File: config.mk
export PLATFORM = sky130hd
export DESIGN_NAME = sdr_rom_arbiter
export DESIGN_NICKNAME = d
export VERILOG_FILES = /design/src/rtl/sdr_rom_arbiter_pkg.sv /design/src/rtl/sdr_rom_arbiter_picker.sv /design/src/rtl/sdr_rom_arbiter.sv
export SDC_FILE = /design/constraint.sdc
export NUM_CORES = 1
export LEC_CHECK = 0
export ABC_AREA = 1
export BUFFER_PORTS_ARGS = -buffer_cell sky130_fd_sc_hd__buf_2
export CORE_MARGIN = 10
export CORE_UTILIZATION = 31
export CTS_CLUSTER_SIZE = 14
export DETAILED_ROUTE_END_ITERATION = 7
export PLACE_DENSITY_LB_ADDON = 0.2
export SLEW_MARGIN = 25
export SYNTH_ARGS = -nofsm -noshare
export SYNTH_HDL_FRONTEND = slang
export SYNTH_SLANG_ARGS = --single-unit
File: constraint.sdc
create_clock -name clk -period 2.8 [get_ports clk]
set_input_delay 0.14 -clock clk [delete_from_list [all_inputs] [get_ports clk]]
set_output_delay 0.14 -clock clk [all_outputs]
set_load 0.03 [all_outputs]
File: src/rtl/sdr_rom_arbiter_pkg.sv
// Shared constants and types for the SDRAM ROM-cache read arbiter.
package sdr_rom_arbiter_pkg;

  localparam int unsigned SDR_ADDR_W = 27;
  localparam int unsigned SDR_LINE_W = 64;
  localparam int unsigned SDR_BEAT_W = 16;

  typedef enum logic [1:0] {
    ARB_IDLE,
    ARB_ISSUE,
    ARB_BURST
  } sdr_arb_state_t;

  // Index width for an n-entry vector; never narrower than one bit.
  function automatic int unsigned idx_width(input int unsigned n);
    return (n > 1) ? $clog2(n) : 1;
  endfunction

endpackage

File: src/rtl/sdr_rom_arbiter_picker.sv
// rr_picker: combinational rotate-and-find-first over a request vector,
// starting the search at ptr and wrapping modulo N.
module rr_picker
  import sdr_rom_arbiter_pkg::*;
#(
  parameter int unsigned N     = 2,
  parameter int unsigned IDX_W = idx_width(N)
) (
  input  logic [N-1:0]     req_vec,
  input  logic [IDX_W-1:0] ptr,
  output logic [IDX_W-1:0] grant_idx,
  output logic             any
);

  int unsigned idx;

  always_comb begin
    grant_idx = '0;
    any       = 1'b0;
    idx       = 0;
    for (int unsigned off = 0; off < N; off++) begin
      idx = (32'(ptr) + off) % N;
      if (!any && req_vec[IDX_W'(idx)]) begin
        any       = 1'b1;
        grant_idx = IDX_W'(idx);
      end
    end
  end

endmodule

File: src/rtl/sdr_rom_arbiter.sv
// Serialises toggle-handshake 64-bit line fetches from the ROM caches onto one
// SDRAM read port. Define SDR_ARB_FIXED_PRIO_EN for fixed lowest-index priority.
module sdr_rom_arbiter
  import sdr_rom_arbiter_pkg::*;
#(
  parameter int unsigned NUM_CLIENTS = 2,
  parameter int unsigned BURST_BEATS = 4
) (
  input  logic                                   clk,
  input  logic                                   reset_n,
  input  logic [NUM_CLIENTS-1:0][SDR_ADDR_W-1:0] cli_addr,
  input  logic [NUM_CLIENTS-1:0]                 cli_req,
  output logic [NUM_CLIENTS-1:0]                 cli_ack,
  output logic [NUM_CLIENTS-1:0][SDR_LINE_W-1:0] cli_data,
  output logic [SDR_ADDR_W-1:0]                  ctrl_addr,
  output logic                                   ctrl_req,
  input  logic                                   ctrl_start,
  input  logic [SDR_BEAT_W-1:0]                  ctrl_rdata,
  input  logic                                   ctrl_rvalid,
  output logic                                   busy
);

  localparam int unsigned IDX_W = idx_width(NUM_CLIENTS);
  localparam logic [1:0] LAST_BEAT = 2'(BURST_BEATS - 1);
  localparam logic [IDX_W-1:0] LAST_IDX = IDX_W'(NUM_CLIENTS - 1);
  localparam logic [SDR_ADDR_W-1:0] LINE_MASK = ~SDR_ADDR_W'(SDR_LINE_W / 8 - 1);

  sdr_arb_state_t state, state_next;

  logic [NUM_CLIENTS-1:0]           pending;
  logic [IDX_W-1:0]                 pick;
  logic                             pick_valid;
  logic [IDX_W-1:0]                 search_ptr;
  logic [IDX_W-1:0]                 grant;
  logic [1:0]                       beat_cnt;
  logic [SDR_LINE_W-SDR_BEAT_W-1:0] line_lo;
  logic                             last_beat;

  assign pending = cli_req ^ cli_ack;

`ifdef SDR_ARB_FIXED_PRIO_EN
  assign search_ptr = '0;
`else
  logic [IDX_W-1:0] rr_ptr;

  assign search_ptr = rr_ptr;

  always_ff @(posedge clk or negedge reset_n) begin
    if (!reset_n) begin
      rr_ptr <= '0;
    end else if (state == ARB_IDLE && pick_valid) begin
      rr_ptr <= (pick == LAST_IDX) ? '0 : pick + IDX_W'(1);
    end
  end
`endif

  rr_picker #(
    .N     (NUM_CLIENTS),
    .IDX_W (IDX_W)
  ) u_picker (
    .req_vec   (pending),
    .ptr       (search_ptr),
    .grant_idx (pick),
    .any       (pick_valid)
  );

  always_ff @(posedge clk or negedge reset_n) begin
    if (!reset_n) state <= ARB_IDLE;
    else          state <= state_next;
  end

  always_comb begin
    state_next = state;
    case (state)
      ARB_IDLE:  if (pick_valid) state_next = ARB_ISSUE;
      ARB_ISSUE: if (ctrl_start) state_next = ARB_BURST;
      ARB_BURST: if (last_beat)  state_next = ARB_IDLE;
      default:                   state_next = ARB_IDLE;
    endcase
  end

  always_comb begin
    busy      = (state != ARB_IDLE);
    last_beat = (state == ARB_BURST) && ctrl_rvalid && (beat_cnt == LAST_BEAT);
  end

  // Beats 0..2 shift in from the top so line_lo ends up as {b2,b1,b0}; the
  // final beat is concatenated directly, equivalent to indexed beat writes.
  always_ff @(posedge clk or negedge reset_n) begin
    if (!reset_n) begin
      cli_ack   <= '0;
      cli_data  <= '0;
      ctrl_addr <= '0;
      ctrl_req  <= 1'b0;
      grant     <= '0;
      beat_cnt  <= '0;
      line_lo   <= '0;
    end else begin
      case (state)
        ARB_IDLE: begin
          if (pick_valid) begin
            grant     <= pick;
            ctrl_addr <= cli_addr[pick] & LINE_MASK;
            ctrl_req  <= 1'b1;
          end
        end
        ARB_ISSUE: begin
          if (ctrl_start) begin
            ctrl_req <= 1'b0;
            beat_cnt <= '0;
          end
        end
        ARB_BURST: begin
          if (ctrl_rvalid) begin
            line_lo  <= {ctrl_rdata, line_lo[SDR_LINE_W-SDR_BEAT_W-1:SDR_BEAT_W]};
            beat_cnt <= beat_cnt + 2'd1;
            if (beat_cnt == LAST_BEAT) begin
              cli_data[grant] <= {ctrl_rdata, line_lo};
              cli_ack[grant]  <= ~cli_ack[grant];
            end
          end
        end
        default: ;
      endcase
    end
  end

endmodule

==> flow_summary.json <==
{
  "utilization_pct": 41.41,
  "cts_tree": "built",
  "rr_worst_depth": 9,
  "leakagePower_nw": 6.071,
  "postSynthAreaPerCell_um2": 9.918,
  "dp_cells": 1431,
  "startpoint": "cli_ack[0]",
  "grt_pass1_wl_mm": 38.43,
  "routed_wl_mm": 23.68,
  "ys_async_sr_fraction_pct": 100.0,
  "yosys.area.top_type": "dfrtp_1",
  "synth_cells": 870,
  "place_congestion": 0.7938,
  "crit_slowest_cell": "nand2_2",
  "htree_levels": 1,
  "r2r-start": "cli_ack[0]",
  "synth_area_leaders": "dfrtp_1 (61%), nand2_1 (14%), o21ai_2 (10%), o21ai_0 (3.4%), buf_6 (3.4%)",
  "p_int_mw": 6.358,
  "slew_headroom_pct": 35.56,
  "die_h_um": 186.8,
  "power_mw": 9.880,
  "p_sw_mw": 3.522,
  "cts_resized": 0,
  "vias": 6565,
  "setup_viol": 0,
  "status": "finished clean",
  "synth_top_area_share_pct": 60.61,
  "drc": 0,
  "synth_edf_count": 0,
  "cts-root-buf": "clkbuf_16",
  "fp.dieW_um": 186.8,
  "grt_antenna_before_repair": 1,
  "drtIter0Drc": 408,
  "grt_use_total_pct": 13.49,
  "cp-end-kind": "flop",
  "path_cells": "inv_1 -> nand2_1 -> nand3_2 -> nand2_2 -> nand2_1 -> nand2_1 -> dlygate4sd3_1 -> nand2_1 -> nand2_1",
  "switching_share_pct": 35.65,
  "first_global_vias": 6734,
  "yosys_warnings": 0,
  "pin_count": 235,
  "fmax_mhz": 402.3,
  "yosysSeqAreaShare_pct": 60.61,
  "cts.hold.buffers_added": 66,
  "hp-class": "input port to asynchronous set/reset pin",
  "crit_type": "flop to flop",
  "ys_ff_latch": 209,
  "rsz0062_at_grt": "false",
  "final_cells": 1540,
  "area_growth_pct": 32.60,
  "finalMaxSlewViolations": 0,
  "fill_cells": 2826,
  "synth-main-ff-cell": "dfrtp_1",
  "fp.dieArea_um2": 34910,
  "timing.rr.end": "ctrl_addr[17]",
  "p_clk_share_pct": 31.9,
  "critical_path.top_delay_family": "simple AND/OR/NAND/NOR gates",
  "avgViaCountPerCell": 4.263,
  "num_rows": 61,
  "cap_violations": 0,
  "startpoint_type": "flop",
  "postRouteAntennaNets": 0,
  "tightest_slew_ns": 0.9666,
  "p_comb_share_pct": 28.2,
  "cts_sinks": 209,
  "setup_tns_ns": 0,
  "initial_core_util_pct": 31.23,
  "cts_setup_buffers": 0,
  "worstPathMaxFanout": 26,
  "powerDensity_nw_per_um2": 863.6,
  "crit_path_frequent_cell": "nand2_1",
  "syn_area_um2": 8628,
  "period_minus_slack_ns": 2.486,
  "whs_ns": 0.2129,
  "skew_ns": 0.007509,
  "synth_cell_types": 21,
  "r2r_setup_slack_ns": 0.31,
  "io_buffers": 225,
  "critPathArrivalTime_ns": 2.93,
  "max-vdd-ir-drop_mv": 0.4635,
  "clock_latency_ns": 0.51,
  "path_buf_inv": 2,
  "yosys-top-cells-count": "nand2_1 (312), dfrtp_1 (209), o21ai_2 (100)",
  "dr.pass1.iters": 4,
  "endpoint": "ctrl_addr[17]",
  "cp_slowest_stage_delay_ns": 0.59,
  "layout.nets": 1223,
  "clk_pin_slew_worst_paths_ns": 0.06,
  "drive_above_1_share_pct": 32.82,
  "ctsLongestPathBuffers": 3,
  "dpl.hpwl_mm": 16.13,
  "wl_per_cell_um": 15.38,
  "period_share_pct": 88.79,
  "grt_overflow_total": 0,
  "yosysMostFrequentCell": "nand2_1",
  "grt_start_max_net_pins": 102,
  "core_area_um2": 27630,
  "sequentialPowerShare_pct": 39.9,
  "path_depth": 9,
  "cts_buffers": 25,
  "crit_required_ns": 3.24,
  "hold_viol": 0
}
## worst register-to-register path, delay by kind of cell (launching register included)
family	cells	cell delay, ns
buffers and inverters	2	0.63
flip-flops	1	0.36
AND/OR/NAND/NOR	7	1.44
## metal layers
metal / global-route usage, % / wire (um) / vias up
met3: 3.784 / 1482 / 43
li1: - / - / 3320
met2: 21.42 / 10900 / 162
met4: 4.746 / 804 / 0
met5: 0 / 0 / -
met1: 17.26 / 10500 / 3040
## power groups by stage
stage / Clock [mW] / Combinational [mW] / Sequential, mW
finish: 3.15 / 2.78 / 3.95
detailed placement: 0 / 2.71 / 4.00
CTS: 3.27 / 2.86 / 3.96
floorplan: 0 / 1.23 / 4.52
global placement: 0 / 2.69 / 3.99
global route: 3.40 / 3.13 / 4.03
## sequential cells by signal (all words and copies together), names as in the netlist
name	cells
cli_data	128
ctrl_req	1
cli_ack	2
beat_cnt	2
line_lo	48
ctrl_addr	24
rr_ptr	1
state	2
grant	1
## kinds of logic (layout without fill, tap and decap cells)
logic type,count (synthesis),after routing,synth area share [%]
fa+ha+maj,1,1,0.1450
buf+inv,128,417,8.208
xor+xnor,2,2,0.2031
simple gates,349,349,15.97
flops,209,209,60.61
compound gates,180,180,14.82
other cells,1,4,0.04346
## how the worst min path moves through the flow
stage / start / endpoint / depth (start not counted)
5_1_grt: reset_n / ctrl_addr[20] / 2
3_3_place_gp: reset_n / ctrl_addr[20] / 1
4_1_cts: reset_n / ctrl_addr[20] / 2
2_1_floorplan: reset_n / beat_cnt[0] / 0
6_report: reset_n / ctrl_addr[20] / 2
3_5_place_dp: reset_n / ctrl_addr[20] / 1
## layout make-up
class / instances / area [um^2] / share of cell area (%)
timing repair buffer: 300 / 1914 / 16.73
tap: 378 / 473.0 / 4.134
multi-input combinational: 535 / 2730 / 23.86
clock buffer: 37 / 750.7 / 6.562
clock inverter: 5 / 58.81 / 0.5140
inverter: 75 / 281.5 / 2.461
sequential: 209 / 5230 / 45.71
antenna: 1 / 2.502 / 0.02187
## cell usage in the layout (no fill, tap or decap), types with 2 or more instances in the layout
cell and count:
dfrtp_1 209, nand3_1 29, clkinvlp_4 2, nor2_4 2, buf_2 224, o21ai_1 20, o21ai_0 59, buf_4 5
xor2_1 2, conb_1 3, nand2_8 2, inv_1 73, clkbuf_1 4, inv_2 2, buf_12 4, clkbuf_16 25
nand2_1 312, clkbuf_8 8, o21ai_2 100, dlygate4sd3_1 66
## metrics by stage
stage | instance area, um^2 | worst slack [ns]
2_1_floorplan | 8636 | 1.366
3_3_place_gp | 9968 | 0.8767
3_5_place_dp | 9968 | 0.8561
4_1_cts | 11440 | 0.3171
5_1_grt | 11440 | 0.07047
6_report | 11440 | 0.3140
Note: power is estimated with default switching activity, not from simulation.
